[src/rtl/aud_fir_bridge.sv]
// Stereo bridge: capture ready/valid -> 16-bit FIR strobe -> saturated 32-bit playback ready/valid.
// Latency: accept to FIR strobe 1 cycle; FIR result to snk_valid 1 cycle (FWFT FIFO).
// Backpressure: src_ready is a credit (fifo_count + pending < FIFO_DEPTH), so FIR results always fit.

// Generic first-word-fall-through FIFO; data reads as zero while empty.
module aud_fir_fifo #(
    parameter int DEPTH = 8,
    parameter int W     = 32
) (
    input  logic                   clk,
    input  logic                   reset,
    input  logic                   wr_vld_i,
    input  logic [W-1:0]           wr_dat_i,
    output logic                   full_o,
    output logic                   rd_vld_o,
    input  logic                   rd_rdy_i,
    output logic [W-1:0]           rd_dat_o,
    output logic [$clog2(DEPTH):0] count_o
);
    localparam int AW = $clog2(DEPTH);
    localparam logic [AW:0] FULL_C = (AW+1)'(DEPTH);

    logic [W-1:0]  mem_q [DEPTH];
    logic [AW-1:0] wr_ptr_q, wr_ptr_d;
    logic [AW-1:0] rd_ptr_q, rd_ptr_d;
    logic [AW:0]   count_q, count_d;
    logic          wr_en;
    logic          rd_en;

    // Status, read port and next pointer/count; push and pop together keep the count.
    always_comb begin
        full_o   = (count_q == FULL_C);
        rd_vld_o = (count_q != '0);
        rd_dat_o = rd_vld_o ? mem_q[rd_ptr_q] : '0;
        wr_en    = wr_vld_i & ~full_o;
        rd_en    = rd_vld_o & rd_rdy_i;
        wr_ptr_d = wr_en ? wr_ptr_q + AW'(1) : wr_ptr_q;
        rd_ptr_d = rd_en ? rd_ptr_q + AW'(1) : rd_ptr_q;
        count_d  = count_q;
        case ({wr_en, rd_en})
            2'b10:   count_d = count_q + (AW+1)'(1);
            2'b01:   count_d = count_q - (AW+1)'(1);
            default: count_d = count_q;
        endcase
        count_o  = count_q;
    end

    // Pointer and occupancy registers.
    always_ff @(posedge clk) begin
        if (reset) begin
            wr_ptr_q <= '0;
            rd_ptr_q <= '0;
            count_q  <= '0;
        end else begin
            wr_ptr_q <= wr_ptr_d;
            rd_ptr_q <= rd_ptr_d;
            count_q  <= count_d;
        end
    end

    // Storage array; contents are don't-care while the slot is unoccupied.
    always_ff @(posedge clk) begin
        if (wr_en) begin
            mem_q[wr_ptr_q] <= wr_dat_i;
        end
    end
endmodule

// One audio channel: credit gate, 32->16 conversion, FIR return saturation, output FIFO, flags.
module aud_fir_chan #(
    parameter int FIFO_DEPTH = 8,
    parameter int OUT_SHIFT  = 1,
    parameter int ROUND      = 1
) (
    input  logic        clk,
    input  logic        reset,
    input  logic [31:0] src_dat_i,
    input  logic        src_vld_i,
    output logic        src_rdy_o,
    output logic [15:0] fir_in_dat_o,
    output logic        fir_in_vld_o,
    input  logic [31:0] fir_out_dat_i,
    input  logic        fir_out_vld_i,
    input  logic [1:0]  fir_out_err_i,
    output logic [31:0] snk_dat_o,
    output logic        snk_vld_o,
    input  logic        snk_rdy_i,
    input  logic        stat_clr_i,
    output logic        sat_flag_o,
    output logic        err_flag_o
);
    localparam int CW = $clog2(FIFO_DEPTH) + 1;
    localparam int XW = 32 + OUT_SHIFT;
    localparam logic [CW:0] DEPTH_C = (CW+1)'(FIFO_DEPTH);

    logic [CW-1:0]        pending_q, pending_d;
    logic [CW-1:0]        fifo_cnt;
    logic [CW:0]          credit_sum;
    logic                 accept;
    logic [15:0]          conv16;
    logic                 fir_in_vld_q;
    logic [15:0]          fir_in_dat_q;
    logic signed [XW-1:0] ext_s;
    logic signed [XW-1:0] shl_s;
    logic [XW-32:0]       top_bits;
    logic                 in_range;
    logic [31:0]          sat_val;
    logic                 err_any;
    logic                 spurious;
    logic                 good;
    logic [31:0]          push_dat;
    logic                 fifo_full;
    logic                 sat_set;
    logic                 err_set;
    logic                 sat_q;
    logic                 err_q;

    // Credit gate: only registered state feeds src_ready, and it is held low through reset.
    always_comb begin
        credit_sum = {1'b0, fifo_cnt} + {1'b0, pending_q};
        src_rdy_o  = ~reset & (credit_sum < DEPTH_C);
        accept     = src_vld_i & src_rdy_o;
    end

    // 32->16 conversion: round half up, with the single overflow case pinned at +full scale.
    always_comb begin
        conv16 = src_dat_i[31:16];
        if ((ROUND != 0) && src_dat_i[15]) begin
            if (src_dat_i[31:16] == 16'h7FFF) begin
                conv16 = 16'h7FFF;
            end else begin
                conv16 = src_dat_i[31:16] + 16'd1;
            end
        end
    end

    // FIR strobe is a one-cycle pulse following each accept; data holds between strobes.
    always_ff @(posedge clk) begin
        if (reset) begin
            fir_in_vld_q <= 1'b0;
            fir_in_dat_q <= '0;
        end else begin
            fir_in_vld_q <= accept;
            if (accept) begin
                fir_in_dat_q <= conv16;
            end
        end
    end

    // Return path: widen, shift, clamp to 32 bits; classify spurious and errored results.
    always_comb begin
        ext_s    = XW'($signed(fir_out_dat_i));
        shl_s    = ext_s <<< OUT_SHIFT;
        top_bits = shl_s[XW-1:31];
        in_range = (&top_bits) | ~(|top_bits);
        sat_val  = in_range ? shl_s[31:0] : (shl_s[XW-1] ? 32'h8000_0000 : 32'h7FFF_FFFF);
        err_any  = |fir_out_err_i;
        spurious = fir_out_vld_i & (pending_q == '0);
        good     = fir_out_vld_i & ~spurious;
        push_dat = err_any ? 32'h0 : sat_val;
        sat_set  = good & ~err_any & ~in_range;
        err_set  = spurious | (good & err_any) | (good & fifo_full);
    end

    // Outstanding-result count; a simultaneous accept and return cancel out.
    always_comb begin
        pending_d = pending_q;
        case ({accept, good})
            2'b10:   pending_d = pending_q + CW'(1);
            2'b01:   pending_d = pending_q - CW'(1);
            default: pending_d = pending_q;
        endcase
    end

    // Pending counter and sticky flags; a set event beats a same-cycle clear.
    always_ff @(posedge clk) begin
        if (reset) begin
            pending_q <= '0;
            sat_q     <= 1'b0;
            err_q     <= 1'b0;
        end else begin
            pending_q <= pending_d;
            sat_q     <= sat_set | (sat_q & ~stat_clr_i);
            err_q     <= err_set | (err_q & ~stat_clr_i);
        end
    end

    aud_fir_fifo #(
        .DEPTH (FIFO_DEPTH),
        .W     (32)
    ) u_fifo (
        .clk      (clk),
        .reset    (reset),
        .wr_vld_i (good),
        .wr_dat_i (push_dat),
        .full_o   (fifo_full),
        .rd_vld_o (snk_vld_o),
        .rd_rdy_i (snk_rdy_i),
        .rd_dat_o (snk_dat_o),
        .count_o  (fifo_cnt)
    );

    assign fir_in_vld_o = fir_in_vld_q;
    assign fir_in_dat_o = fir_in_dat_q;
    assign sat_flag_o   = sat_q;
    assign err_flag_o   = err_q;
endmodule

// Top: two independent channel instances sharing only clock, reset and stat_clr.
module aud_fir_bridge #(
    parameter int FIFO_DEPTH = 8,
    parameter int OUT_SHIFT  = 1,
    parameter int ROUND      = 1
) (
    input  logic        clk_clk,
    input  logic        reset,
    input  logic [31:0] src_left_data,
    input  logic        src_left_valid,
    output logic        src_left_ready,
    input  logic [31:0] src_right_data,
    input  logic        src_right_valid,
    output logic        src_right_ready,
    output logic [15:0] fir_left_input_data,
    output logic        fir_left_input_valid,
    output logic [1:0]  fir_left_input_error,
    output logic [15:0] fir_right_input_data,
    output logic        fir_right_input_valid,
    output logic [1:0]  fir_right_input_error,
    input  logic [31:0] fir_left_output_data,
    input  logic        fir_left_output_valid,
    input  logic [1:0]  fir_left_output_error,
    input  logic [31:0] fir_right_output_data,
    input  logic        fir_right_output_valid,
    input  logic [1:0]  fir_right_output_error,
    output logic [31:0] snk_left_data,
    output logic        snk_left_valid,
    input  logic        snk_left_ready,
    output logic [31:0] snk_right_data,
    output logic        snk_right_valid,
    input  logic        snk_right_ready,
    input  logic        stat_clr,
    output logic [1:0]  sat_flag,
    output logic [1:0]  err_flag
);
    logic sat_l, sat_r, err_l, err_r;

    aud_fir_chan #(
        .FIFO_DEPTH (FIFO_DEPTH),
        .OUT_SHIFT  (OUT_SHIFT),
        .ROUND      (ROUND)
    ) u_left (
        .clk           (clk_clk),
        .reset         (reset),
        .src_dat_i     (src_left_data),
        .src_vld_i     (src_left_valid),
        .src_rdy_o     (src_left_ready),
        .fir_in_dat_o  (fir_left_input_data),
        .fir_in_vld_o  (fir_left_input_valid),
        .fir_out_dat_i (fir_left_output_data),
        .fir_out_vld_i (fir_left_output_valid),
        .fir_out_err_i (fir_left_output_error),
        .snk_dat_o     (snk_left_data),
        .snk_vld_o     (snk_left_valid),
        .snk_rdy_i     (snk_left_ready),
        .stat_clr_i    (stat_clr),
        .sat_flag_o    (sat_l),
        .err_flag_o    (err_l)
    );

    aud_fir_chan #(
        .FIFO_DEPTH (FIFO_DEPTH),
        .OUT_SHIFT  (OUT_SHIFT),
        .ROUND      (ROUND)
    ) u_right (
        .clk           (clk_clk),
        .reset         (reset),
        .src_dat_i     (src_right_data),
        .src_vld_i     (src_right_valid),
        .src_rdy_o     (src_right_ready),
        .fir_in_dat_o  (fir_right_input_data),
        .fir_in_vld_o  (fir_right_input_valid),
        .fir_out_dat_i (fir_right_output_data),
        .fir_out_vld_i (fir_right_output_valid),
        .fir_out_err_i (fir_right_output_error),
        .snk_dat_o     (snk_right_data),
        .snk_vld_o     (snk_right_valid),
        .snk_rdy_i     (snk_right_ready),
        .stat_clr_i    (stat_clr),
        .sat_flag_o    (sat_r),
        .err_flag_o    (err_r)
    );

    assign fir_left_input_error  = 2'b00;
    assign fir_right_input_error = 2'b00;
    assign sat_flag              = {sat_r, sat_l};
    assign err_flag              = {err_r, err_l};
endmodule

[config.mk]
export PLATFORM = sky130hd
export DESIGN_NAME = aud_fir_bridge
export DESIGN_NICKNAME = d
export VERILOG_FILES = /design/src/rtl/aud_fir_bridge.sv
export SDC_FILE = /design/constraint.sdc
export NUM_CORES = 1
export LEC_CHECK = 0
export ABC_AREA = 0
export BUFFER_PORTS_ARGS = -buffer_cell sky130_fd_sc_hd__buf_2
export CAP_MARGIN = 15
export CORE_ASPECT_RATIO = 2
export CORE_MARGIN = 1
export CORE_UTILIZATION = 60
export CTS_CLUSTER_DIAMETER = 80
export DETAILED_ROUTE_END_ITERATION = 16
export GPL_ROUTABILITY_DRIVEN = 0
export MAX_ROUTING_LAYER = met4
export PLACE_DENSITY = 0.81
export RECOVER_POWER = 50
export SLEW_MARGIN = 30
export SYNTH_ARGS = -nofsm -noshare
export SYNTH_HDL_FRONTEND = slang
export SYNTH_HIERARCHICAL = 1
export SYNTH_SLANG_ARGS = --single-unit
[constraint.sdc]
create_clock -name clk_clk -period 14.4 [get_ports clk_clk]
set_input_delay 2.16 -clock clk_clk [delete_from_list [all_inputs] [get_ports clk_clk]]
set_output_delay 2.16 -clock clk_clk [all_outputs]
set_load 0.05 [all_outputs]
# [After elaboration in Yosys (flattened, before gate mapping)]
# Memory sizes are Yosys's and may differ from the RTL's. A register that Yosys moved wholly into a read port is not among the register bits.
# Cells that the tools add are included.
[op_classes] eq_ne=12 bitwise_logic=46 reduce_logical=14 addsub=16 n_mux=24 order_cmp=2
[op_table] operator="two-way mux 32 bit" n=8
[op_table] operator="two-way mux 16 bit" n=4
[op_table] operator="adder 16 x 1 -> 16 bit (second input constant)" n=2
[op_table] operator="equality test 16 x 15 -> 1 bit (second input constant)" n=2
[op_table] operator="one-hot mux 4 bit (2 select lines)" n=4
[op_table] operator="bitwise AND 1 bit" n=24
[op_table] operator="adder 4 x 1 -> 4 bit (second input constant)" n=4
[op_table] operator="subtractor 4 x 1 -> 4 bit (second input constant)" n=4
[op_table] operator="adder 3 x 1 -> 3 bit (second input constant)" n=4
[op_table] operator="two-way mux 3 bit" n=4
[op_table] operator="NOT 1 bit" n=12
[op_table] operator="adder 4 x 4 -> 5 bit" n=2
[op_table] operator="< comparator 5 x 4 -> 1 bit (second input constant)" n=2
[op_table] operator="OR 1 bit" n=10
[op_table] operator="equality test 2 x 1 -> 1 bit (second input constant)" n=4
[op_table] operator="equality test 2 bit (second input constant)" n=4
[op_table] operator="equality test 4 bit (second input constant)" n=2
[op_table] operator="zero test 4 bit" n=2
[op_table] operator="nonzero test 2 bit" n=4
[op_table] operator="nonzero test 4 bit" n=2
[op_table] operator="OR reduction 2 bit" n=4
[op_table] operator="two-way mux 1 bit" n=4
[op_table] operator="AND reduction 2 bit" n=2
[word_totals] elab_cells=132 inputBits=141 regBits=66 output_inout_bits=110 ramBits=512 mem_count=2
[mem_list] memory="u_left.u_fifo.mem_q" words=8 word_bits=32 rd=1 rd_ports_with_merged_regs=1 wr=1 line="23" rtl="logic [W-1:0] mem_q [DEPTH];"
[mem_list] memory="u_right.u_fifo.mem_q" words=8 word_bits=32 rd=1 rd_ports_with_merged_regs=1 wr=1 line="23"

# [Longest topological paths before layout]
[logic_depth] ltp_word=8 mapped_depth=13 depth_no_buf=12

# [By module]
# Netlist, hierarchy kept.
[by_module_without_submodules] module="aud_fir_fifo" n_inst=2 seq_area_each_um2=7947.6 cells_per_inst=480 area_per_inst_um2=10408.7
[by_module_without_submodules] module="aud_fir_chan (u_left)" n_inst=1 seq_area_each_um2=460.4 cells_per_inst=231 area_per_inst_um2=1764.2
[by_module_without_submodules] module="aud_fir_chan (u_right)" n_inst=1 seq_area_each_um2=460.4 cells_per_inst=235 area_per_inst_um2=1680.4
[by_module_without_submodules] module="aud_fir_bridge" n_inst=1 seq_area_each_um2=0.0 cells_per_inst=9 area_per_inst_um2=63.8

# [Worst setup path after synthesis]
# No wires, ideal clock.
[synth_timing] path_kind="in2reg" startpoint="in fir_left_output_valid" endpoint="mem u_left.u_fifo.mem_q[0][0], enable pin" cell_stages=3 setup_slack_ns=8.025 t_arrival_ns=5.874 n_path_buf=0 required_ns=13.899 setup_ns=0.501 cell_sequence="nor2b_1 nand2_8 nor4_1"
[synth_via] elab_chain_len=6
[synth_rtl] item="start: declaration" line="230" rtl="input logic fir_left_output_valid,"
[synth_rtl] item="bitwise AND 1 bit" line="158" rtl="spurious = fir_out_vld_i & (pending_q == '0);"
[synth_rtl] item="NOT 1 bit" line="159" rtl="good = fir_out_vld_i & ~spurious;"
[synth_rtl] item="bitwise AND 1 bit *" line="159"
[synth_rtl] item="bitwise AND 1 bit *" line="35" rtl="wr_en = wr_vld_i & ~full_o;"
[synth_rtl] item="two-way mux 1 bit *" line="63" rtl="if (wr_en) begin"
[synth_rtl] item="two-way mux 1 bit (implied by the code) *" line="64" rtl="mem_q[wr_ptr_q] <= wr_dat_i;"
[synth_rtl] item="end: declaration" line="23"
# Mark *: on every way between the ends. The rest lies on a longest branch, timed or not.

# [Final worst setup path]
[layout_timing] startpoint="in reset" endpoint="out src_right_ready"
[layout_via] elab_chain_len=2
[layout_rtl] item="start: declaration" line="216" rtl="input logic reset,"
[layout_rtl] item="NOT 1 bit" line="121" rtl="src_rdy_o = ~reset & (credit_sum < DEPTH_C);"
[layout_rtl] item="bitwise AND 1 bit" line="121"
[layout_rtl] item="end: declaration" line="222" rtl="output logic src_right_ready,"
# Every way passes these cells.

==> metrics <==
total gr overflow 0; DRC viols 0; Slew @ Worst Pin 3.349 ns; yosys warns 6; Setup WS post-layout 6.952 ns; mux cell area share after synthesis 14.92%; Mapped Cells 1,435; Most used DFF post-synth edfxtp_1; Yosys reg bits 584; ys async rst share 0%; Setup Skew 0.01517 ns; total negative setup slack 0 ns; Max Fclk 134.3 MHz; port bufs 216; CTS tree yes; ratio of final minimum period to clock period 51.72%; Die Width 144.4 um; Max VDD drop 0.1614 mV; DP HPWL 29,090 um; Final #Nets 1,820; XOR/XNOR share of the synthesized area 1.558%; die area 41,400 um2; RSZ-0062 raised after global routing no; via count 13,240; H-tree levels 2; fin. max-slew vios 585; CTS clk-pin slew, worst paths 0.06 ns; pre-CTS WS 8.726 ns; post-DR vias/cell 5.971; PD cells 193.4 nW/um2; HP Class flip-flop to flip-flop; Synth area leaders edfxtp_1, mux4_2, dfxtp_1; Avg Inst Size Synth 16.95 um2; worst r2r dst u_left/pending_q[3]$_SDFFE_PP0P_; IO Pins 251; Inst Count DP 2,128; Post-Synth Simple-Gate Area 5.992%; Root Driver clkbuf_16; Crit. End Element output pin; sequential area share after synthesis 69.13%; CP Launch Point reset; Post-Syn Area 24,330 um2; reg2reg start u_left/u_fifo/count_o[1]$_SDFFE_PP0P_; Post-CTS Setup Repair Bufs 0; Yosys top cell area share 63.20%; share of cells above drive strength 1 26.78%; first-pass GRT wire length 75,690 um; routed len/inst 22.53 um; pin count of the biggest net entering global routing 71; adder-cell share of the synthesized area 1.708%; PostCTS Resize Cnt 0; status complete, but fails checks; Multi-input gate area 6837 um2; Distinct cells, synth 77; max_cap viols 17; main combinational cell family by area after synthesis multiplexers; FF+latch area 16,830 um2; clk buf depth 3; DR iter-0 viols 832; Core ar. 40,080 um2; vias in the first global route 13,650; P&R area growth vs syn 12.02%; complex-gate fraction of the synthesized area 3.899%; 1st-pass router iterations 5; total global-route track usage 25.38%; normalized max-slew margin -123.2%; Rows 104; Register-to-Register Path Depth 12; Layout Cells excl Fill 2,217; failing checks max-capacitance violations, max-slew violations; Worst EP arrival 5.29 ns; crit path time final 7.448 ns; crit path max fanout 70; number of synthesized flops with an enable pin 512; Leak 9.235 nW; number of hold buffers added after cts 0; startpoint types input pin; initial antenna violation count 3; crit path capture src_right_ready; Clk Latency, worst-skew pair 0.57 ns; Required @ worst endpoint 12.24 ns; chip height 286.8 um; Post-DP Area 25,930 um2; final instance area 27,250 um2; setup violation total in the final timing report 0; clock sinks 584; area leader, netlist edfxtp_1; cts bufs inserted 47; Filler Cell Count 2,683; Crit Path Class input pin to output pin; Initial Util 60.70%; R2R Setup Slk 10.25 ns; DRT Wirelength 49,950 um; Final Hold Fails 0; DRT antenna net count 0
[power by group]
part | leakage, nW | internal [W] | total (W) | switching, W
clock network | 0.733 | 0.000695 | 0.00126 | 0.000569
logic | 3.18 | 0.000589 | 0.00190 | 0.00131
registers | 5.32 | 0.00201 | 0.00211 | 0.0000996
[metal layers]
metal	vias up	part of all wire [%]	track usage, %
li1	5971	-	-
met1	6658	36	29.16
met2	504	55	44.59
met3	104	6.5	3.804
met4	0	2.9	9.132
met5	-	0	-
[how the worst min path moves through the flow]
stage          depth (start not counted)                                  from                                   end  slack, ns
2_1_floorplan                          2          u_left/err_flag_o$_SDFF_PP0_          u_left/err_flag_o$_SDFF_PP0_       0.44
3_3_place_gp                           2  u_right/fir_in_dat_o[4]$_SDFFE_PP0P_  u_right/fir_in_dat_o[4]$_SDFFE_PP0P_       0.44
3_5_place_dp                           2  u_left/fir_in_dat_o[13]$_SDFFE_PP0P_  u_left/fir_in_dat_o[13]$_SDFFE_PP0P_       0.44
4_1_cts                                2  u_left/fir_in_dat_o[13]$_SDFFE_PP0P_  u_left/fir_in_dat_o[13]$_SDFFE_PP0P_       0.45
5_1_grt                                2  u_left/fir_in_dat_o[13]$_SDFFE_PP0P_  u_left/fir_in_dat_o[13]$_SDFFE_PP0P_       0.47
6_report                               2  u_left/fir_in_dat_o[13]$_SDFFE_PP0P_  u_left/fir_in_dat_o[13]$_SDFFE_PP0P_       0.46
[cell families after synthesis]
group	after synthesis
DFF	584
other	1
AOI/OAI and AO/OA	148
adders and majority gates	32
muxes	202
xor gates and xnor gates	39
and+or+nand+nor	291
buffers and inverters	138
[cells in the mapped netlist, types with 7 or more instances]
cell / number
nor4_1: 7
mux2i_1: 69
nand2_1: 52
o22ai_2: 9
mux4_2: 128
buf_2: 15
nand4_1: 10
nand3_1: 17
xnor2_1: 10
ha_1: 30
edfxtp_1: 512
nor2_1: 126
buf_6: 7
inv_1: 49
nor3_1: 17
xor2_1: 24
o22ai_1: 8
clkbuf_1: 39
buf_4: 21
a21oi_1: 85
nor2_2: 12
dfxtp_1: 72
[cells in the final DEF (no fill, tap or decap), drive strengths merged, types with 10 or more instances in the layout]
master	count
buf	187
dfxtp	72
nand2	57
clkbuf	110
nor3	17
xnor2	13
nor2	138
mux2i	69
a21oi	87
mux4	128
inv	57
clkinv	20
nand4	11
o21ai	10
nor4	11
xor2	26
nand3	19
o22ai	17
edfxtp	512
ha	30
[per-stage QoR]
| stage | hold slack, ns | power (W) | utilization [%] |
|---|---|---|---|
| 6_report | 0.4562 | 0.005269 | 67.99 |
| 2_1_floorplan | 0.4392 | 0.003623 | - |
| 3_3_place_gp | 0.4394 | 0.004016 | 64.64 |
| 4_1_cts | 0.4521 | 0.005321 | 68.47 |
| 5_1_grt | 0.4716 | 0.005495 | 67.99 |
| 3_5_place_dp | 0.4431 | 0.004057 | 64.69 |
[worst max-delay path: stages]
cell and delay (ns):
buf_2 0.07, clkbuf_1 2.34, nor4_1 0.22, o21a_1 0.24, buf_2 0.21
[state kept, by name (all words and copies together), names as in the netlist, named ones only]
name                     cells
u_left/err_flag_o            1
u_left/fir_in_dat_o         16
u_left/fir_in_vld_o          1
u_left/pending_q             4
u_left/sat_flag_o            1
u_left/u_fifo/count_o        4
u_left/u_fifo/mem_q        256
u_left/u_fifo/rd_ptr_q       3
u_left/u_fifo/wr_ptr_q       3
u_right/err_flag_o           1
u_right/fir_in_dat_o        16
u_right/fir_in_vld_o         1
u_right/pending_q            4
u_right/sat_flag_o           1
u_right/u_fifo/count_o       4
u_right/u_fifo/mem_q       256
u_right/u_fifo/rd_ptr_q      3
u_right/u_fifo/wr_ptr_q      3
[cell type report]
class,instances,area share (%)
flip-flops and latches,584,61.76
multi-input cells,716,25.09
clock buffers,54,4.413
repair buffers,243,4.371
well taps,530,2.434
clock inverters,32,1.143
inverters,55,0.7622
diodes,3,0.02755
Note: power is estimated with default switching activity, not from simulation.
